**src/rtl/mcif_rr_arb_seq.sv**
```systemverilog
// Registered round-robin arbiter: grant is held for a whole multi-beat transaction, 1-cycle request-to-grant latency.
// Backpressure: arb_ack_i stalls the beat counter only; handover on the last accepted beat is back-to-back.
module mcif_rr_arb_seq #(
  parameter int NUM_REQ = 5,
  parameter int ID_W    = 3,
  parameter int CNT_W   = 8
) (
  input  logic               clk_i,
  input  logic               rst_n_i,
  input  logic               arb_en_i,
  input  logic [NUM_REQ-1:0] arb_req_i,
  input  logic [NUM_REQ-1:0] arb_last_i,
  input  logic               arb_ack_i,
  output logic               arb_gnt_vld_o,
  output logic [NUM_REQ-1:0] arb_gnt_o,
  output logic [ID_W-1:0]    arb_gnt_id_o,
  output logic [CNT_W-1:0]   arb_beat_cnt_o
);

  typedef enum logic {
    ST_IDLE  = 1'b0,
    ST_GRANT = 1'b1
  } state_t;

  localparam logic [ID_W-1:0]    RST_ID  = ID_W'(NUM_REQ - 1);
  localparam logic [NUM_REQ-1:0] ONE_REQ = {{(NUM_REQ-1){1'b0}}, 1'b1};

  state_t             state_q, state_d;
  logic [ID_W-1:0]    cur_id_q, cur_id_d;
  logic               gnt_vld_q, gnt_vld_d;
  logic [NUM_REQ-1:0] gnt_q, gnt_d;
  logic [CNT_W-1:0]   cnt_q, cnt_d;

  logic               req_g;
  logic               last_g;
  logic [NUM_REQ-1:0] rest_mask;
  logic [ID_W-1:0]    win_id;

  // First set bit in mask searching ptr+1, ptr+2, ... wrapping, ending at ptr.
  function automatic logic [ID_W-1:0] pick(input logic [ID_W-1:0] ptr,
                                           input logic [NUM_REQ-1:0] mask);
    logic [ID_W-1:0] res;
    logic            found;
    int              idx;
    res   = ptr;
    found = 1'b0;
    for (int off = 1; off <= NUM_REQ; off++) begin
      idx = (int'(ptr) + off) % NUM_REQ;
      if (!found && mask[idx]) begin
        res   = ID_W'(idx);
        found = 1'b1;
      end
    end
    return res;
  endfunction

  // gnt_q is one-hot on the owner while granted, so it doubles as the owner select.
  assign req_g     = |(arb_req_i & gnt_q);
  assign last_g    = |(arb_last_i & gnt_q);
  assign rest_mask = arb_req_i & ~gnt_q;

  always_comb begin
    state_d   = state_q;
    cur_id_d  = cur_id_q;
    gnt_vld_d = gnt_vld_q;
    gnt_d     = gnt_q;
    cnt_d     = cnt_q;
    win_id    = cur_id_q;
    case (state_q)
      ST_IDLE: begin
        if (arb_en_i && (|arb_req_i)) begin
          win_id    = pick(cur_id_q, arb_req_i);
          state_d   = ST_GRANT;
          cur_id_d  = win_id;
          gnt_vld_d = 1'b1;
          gnt_d     = ONE_REQ << win_id;
          cnt_d     = '0;
        end
      end
      ST_GRANT: begin
        if (!req_g) begin
          state_d   = ST_IDLE;
          gnt_vld_d = 1'b0;
          gnt_d     = '0;
        end else if (arb_ack_i) begin
          cnt_d = (&cnt_q) ? cnt_q : cnt_q + 1'b1;
          if (last_g) begin
            if (arb_en_i && (|rest_mask)) begin
              win_id   = pick(cur_id_q, rest_mask);
              cur_id_d = win_id;
              gnt_d    = ONE_REQ << win_id;
              cnt_d    = '0;
            end else begin
              state_d   = ST_IDLE;
              gnt_vld_d = 1'b0;
              gnt_d     = '0;
            end
          end
        end
      end
      default: begin
        state_d   = ST_IDLE;
        gnt_vld_d = 1'b0;
        gnt_d     = '0;
      end
    endcase
  end

  always_ff @(posedge clk_i) begin
    if (!rst_n_i) begin
      state_q   <= ST_IDLE;
      cur_id_q  <= RST_ID;
      gnt_vld_q <= 1'b0;
      gnt_q     <= '0;
      cnt_q     <= '0;
    end else begin
      state_q   <= state_d;
      cur_id_q  <= cur_id_d;
      gnt_vld_q <= gnt_vld_d;
      gnt_q     <= gnt_d;
      cnt_q     <= cnt_d;
    end
  end

  assign arb_gnt_vld_o  = gnt_vld_q;
  assign arb_gnt_o      = gnt_q;
  assign arb_gnt_id_o   = cur_id_q;
  assign arb_beat_cnt_o = cnt_q;

endmodule

```
**config.mk**
```make
export PLATFORM = sky130hd
export DESIGN_NAME = mcif_rr_arb_seq
export DESIGN_NICKNAME = d
export VERILOG_FILES = /design/src/rtl/mcif_rr_arb_seq.sv
export SDC_FILE = /design/constraint.sdc
export NUM_CORES = 1
export LEC_CHECK = 0
export BUFFER_PORTS_ARGS = -buffer_cell sky130_fd_sc_hd__buf_4
export CAP_MARGIN = 20
export CORE_ASPECT_RATIO = 0.5
export CORE_MARGIN = 2
export CORE_UTILIZATION = 45
export CTS_BUF_LIST = sky130_fd_sc_hd__clkbuf_16
export CTS_CLUSTER_SIZE = 20
export DETAILED_ROUTE_END_ITERATION = 16
export GPL_TIMING_DRIVEN = 0
export PLACE_DENSITY = 0.65
export SYNTH_ARGS = -nofsm -noshare
export SYNTH_HDL_FRONTEND = slang
export SYNTH_SLANG_ARGS = --single-unit
```
**constraint.sdc**
```tcl
create_clock -name clk_i -period 6.2 [get_ports clk_i]
set_clock_uncertainty 0.05 [all_clocks]
set_input_delay 0.93 -clock clk_i [delete_from_list [all_inputs] [get_ports clk_i]]
set_output_delay 0.93 -clock clk_i [all_outputs]
set_load 0.03 [all_outputs]
```
; Word-level counts from Yosys, hierarchy flattened
; Cells that the tools add are included.
[word_totals]
regBits = 18
latchBits = 0
ramBits = 0
mem_bits_ro = 0
inputBits = 14
out_inout_bits = 17
word_cells = 177
n_memories = 0
[op_classes]
add_sub_neg = 6
mul = 0
div = 5
order_cmp = 5
n_eq_ne = 8
n_shift = 2
muxes = 114
bitwise = 5
n_reduce_logical = 27
[op_table]
columns = operator, n
row1 = $lt 32x5->1 const B, 5
row2 = $mod 32x4->32 const B, 5
row3 = $mux 1, 66
row4 = $mux 3, 22
row5 = $mux 8, 6
row6 = $bmux 1 s3, 10
row7 = $mux 5, 5
row8 = $reduce_or 5->1, 4
row9 = $pmux 8 s2, 1
row10 = $and 5x5->5, 3
row11 = $logic_and 1x1->1, 10
row12 = $pmux 5 s2, 1
row13 = $shl 1x3->5 const A, 2
row14 = $add 3x2->4 const B, 2
row15 = $add 3x3->4 const B, 2
row16 = $add 8x1->8 const B, 1
row17 = $logic_not 1->1, 8
row18 = $reduce_and 8->1, 1
row19 = $ne 2x1->1 const B, 3
row20 = $ne 3x3->1 const B, 2
row21 = $pmux 3 s2, 1
row22 = $reduce_and 3->1, 2
row23 = $not 5->5, 1
row24 = $reduce_and 5->1, 1
row25 = other kinds (6), 8

; Depth between registers and ports, before layout
[logic_depth]
depth_word = 49
ltp_mapped = 23
ltp_nobuf = 19

; Worst setup path before layout
; OpenSTA, ideal clock, no wires.
[synth_timing]
path_kind = reg-to-reg
start = register cur_id_q[0] (netlist: arb_gnt_id_o[0])
end = register gnt_q[2] (netlist: arb_gnt_o[2])
setup_time_ps = 122
arrival_ps = 5158
required_ps = 6028
path_slack_ps = 870
path_stages_with_launch = 22
n_path_buf = 3
path_cell_list = dfxtp_1 > buf_6 > inv_1 > buf_2 > buf_2 > ha_1 > ha_1 > nor3b_1 > o22a_2 > xnor2_1 > inv_1 > ha_1 > nor2b_1 > or3_1 > o311ai_4 > mux4_2 > a211oi_1 > mux2_1 > nor3_1 > o22ai_2 > nor4_1 > a221o_1
[synth_via]
elab_chain_len = 49
elab_cells_between_ends = 117
classes_between = add/sub (5) / div (5) / shift (2) / mux (89) / reduce/logical (16)
[synth_rtl]
columns = element, line
row1 = start: declaration, 29  ; logic [ID_W-1:0] cur_id_q, cur_id_d;
row2 = start signal: assignment, 118  ; cur_id_q <= cur_id_d;
row3 = $add 3x1->4, 48  ; idx = (int'(ptr) + off) % NUM_REQ;
row4 = $mod 32x4->32, 48
row5 = $bmux 1 s3, 49  ; if (!found && mask[idx]) begin
row6 = $mux 1 (not written as such) (2 in a row), 49
row7 = $mux 1, 49
row8 = $mux 1, 88  ; if (arb_en_i && (|rest_mask)) begin
row9 = $mux 1, 87  ; if (last_g) begin
row10 = $mux 1, 85  ; end else if (arb_ack_i) begin
row11 = [32 not listed], --
row12 = $mux 3, 81  ; if (!req_g) begin
row13 = $mux 3, 69  ; case (state_q)
row14 = $shl 1x3->5, 91  ; gnt_d = ONE_REQ << win_id;
row15 = $mux 5, 88
row16 = $mux 5, 87
row17 = $mux 5, 85
row18 = $mux 5, 81
row19 = $pmux 5 s2 *, 69
row20 = end signal: assignment, 120  ; gnt_q <= gnt_d;
row21 = end: declaration, 31  ; logic [NUM_REQ-1:0] gnt_q, gnt_d;
; Mark *: on every way between the ends. The rest lies on a longest branch, timed or not. The select of a mux whose other input is x is not followed.
; A chain may end at the register's enable or synchronous reset.

; Worst setup path after layout
; Ends and elaborated chain as after synthesis.

==> results.json <==
{
  "first_iter_violations": 496,
  "cts_tree": "yes",
  "min_period_ns": 5.802,
  "hold_viol": 0,
  "tightest_slew_ns": 0.8228,
  "cap_violations": 0,
  "synth_area_leader_cell": "dfxtp_1",
  "required_ns": 6.29,
  "route.vias.total": 4215,
  "fill_cells": 818,
  "yosys_most_used_dff": "dfxtp_1",
  "top_level_ports": 31,
  "drt-pass1-iter-count": 5,
  "areaGrowthSynthToFinish_pct": 11.42,
  "finalSetupTns_ns": 0,
  "dieArea_um2": 9400,
  "cp-start-kind": "flop",
  "reg2reg_setup_slack_ns": 0.40,
  "portBuffers": 28,
  "routed_wl_um": 12130,
  "synth-edff-count": 0,
  "synthTopCellsByArea": "dfxtp_1, ha_1, nor2_1, a21oi_1, nand2_1",
  "grt_max_degree": 14,
  "antenna_found_initial": 0,
  "numCtsBuffers": 3,
  "syn_nets": 556,
  "worstHoldPathType": "reg2reg",
  "synth_seq_cells": 18,
  "slew-limit-headroom_pct": 45.04,
  "outcome": "finished, final reports clean",
  "synthSimpleGateAreaFrac_pct": 29.33,
  "cts_sinks": 18,
  "synthTopCellsByCount": "nor2_1, nand2_1, a21oi_1",
  "yosys-mux-area-fraction_pct": 9.702,
  "synth_compound_area_share_pct": 32.37,
  "initial_utilization_pct": 47.34,
  "synth_fa_ha_area_share_pct": 8.085,
  "synthXorXnorAreaFrac_pct": 4.722,
  "place_congestion": 0.9433,
  "coreArea_um2": 8173,
  "slew_viol_final": 0,
  "synth_top_area_share_pct": 9.314,
  "cp_data_arrival_time_ns": 5.89,
  "avgSynthCellArea_um2": 7.483,
  "grt.total_usage_pct": 25.65,
  "clock_latency_ns": 0.25,
  "drive_above_1_share_pct": 16.06,
  "worstSetupPathType": "reg2reg",
  "grt_pass1_vias": 3768,
  "ys_warn_count": 0,
  "syn-cell-area_um2": 3869,
  "diodes": 0,
  "cp-end-kind": "flop",
  "htreeDepth": 1,
  "timing.fmax_mhz": 172.4,
  "synth_top_family_by_area": "compound AO/OA/AOI/OAI gates",
  "root_buffer": "clkbuf_16",
  "drc_errors": 0,
  "crit_fanout": 13,
  "grt_overflow": 0,
  "rows": 23,
  "dp_hpwl_um": 9571,
  "cts-hold-fix-buffers": 0,
  "die-height_um": 69.57,
  "clk_pin_slew_worst_paths_ns": 0.05,
  "rsz0062_at_grt": "no",
  "setup_violations": 0,
  "period_share_pct": 93.57,
  "clock_path_buffers": 2,
  "ys_types": 92,
  "drtAntennaViolNets": 0,
  "nNetsFinal": 589,
  "post_drt_wl_per_cell_um": 18.38,
  "syn_inst": 517,
  "yosysSeqAreaShare_pct": 9.314,
  "vias_per_cell": 6.386,
  "synth.most_common_cell": "nor2_1",
  "async_reset_ff_share_pct": 0,
  "grt_pass1_wl_um": 19550,
  "die_w_um": 135.1
}
==> routing by layer <==
metal  vias to the layer above  part of all wire [%]  GRT usage, %
li1                       2045                     -             -
met1                      1961                    50         39.35
met2                       197                    42         39.31
met3                        12                   7.4         2.193
met4                         0                   1.1         4.167
met5                         -                     0             0
==> repair_timing <==
item,in CTS,in global routing
setup buffers,0,0
endpoints found under the setup margin,0,7
endpoints found under the hold margin,0,0
resized for setup,0,4
==> state kept, by name, summed over array words and instances (netlist names) <==
name	count
arb_gnt_vld_o	1
arb_gnt_id_o	3
arb_gnt_o	5
state_q	1
arb_beat_cnt_o	8
==> path summary, 6_finish.rpt <==
path	startpoint	to	cells past startpoint
hold reg to reg	arb_beat_cnt_o[5]	arb_beat_cnt_o[5]	2
setup reg to reg	arb_gnt_id_o[0]	arb_gnt_o[2]	19
setup / recovery	arb_gnt_id_o[0]	arb_gnt_o[2]	19
hold / removal	arb_beat_cnt_o[5]	arb_beat_cnt_o[5]	2
==> critical path: stages, from the launching register on <==
cell      delay [ns]
dfxtp_2         0.38
buf_6           0.17
inv_1           0.07
buf_2           0.25
clkbuf_4        0.34
ha_1            0.42
buf_4           0.24
xor2_1          0.38
nand2_1         0.12
ha_1            0.32
nor2b_1         0.31
nor4_1          0.08
a21o_1          0.16
a222oi_1        0.67
nor3_1          0.17
or3b_1          0.48
or4_1           0.53
o211ai_2        0.15
nor4_1          0.11
a221o_1         0.27
==> layout make-up <==
class	count	area, µm²	area share, %
Timing Repair Buffer	28	210.2	4.877
Sequential cell	18	361.6	8.389
Buffer	28	162.7	3.774
Inverter	24	90.09	2.090
Tap cell	112	140.1	3.251
Multi-Input combinational cell	447	3271	75.88
Clock buffer	3	75.07	1.742
==> cell usage in the layout (no fill, tap or decap), types with 8 or more instances in the layout <==
master and instances:
clkbuf_1 13, nor4_1 12, nor2b_1 13, o21a_1 9
dfxtp_1 17, o22ai_1 12, o21ai_0 25, nand3_1 17
ha_1 25, buf_4 31, nor2_1 42, a21oi_1 31
nand2_1 41, a31oi_1 8, o211ai_1 14, inv_1 22
nor3_1 14, nand2b_1 16, mux2i_1 15
==> stage by stage <==
stage | cells | hold slack [ns] | util (%) | cell area (µm²) | worst slack, ns
5_1_grt | 660 | 0.5327 | 52.74 | 4310 | 0.07305
3_5_place_dp | 657 | 0.4846 | 51.62 | 4219 | 0.1279
2_1_floorplan | 517 | 0.5854 | - | 3869 | 0.8703
4_1_cts | 660 | 0.5023 | 52.54 | 4294 | 0.1082
3_3_place_gp | 657 | 0.4789 | 51.62 | 4219 | 0.1638
6_report | 660 | 0.4947 | 52.74 | 4310 | 0.3984
==> cells by family after synthesis <==
logic type,Yosys count
XOR/XNOR,14
adder cells (fa/ha/maj),25
multiplexers,30
flip-flops,18
buffers and inverters,52
AO/OA/AOI/OAI,170
AND/OR/NAND/NOR,208
Power is left out: the tool's default activity adds up to more than one toggle a clock period on the data nets, which glitch-free logic cannot reach.
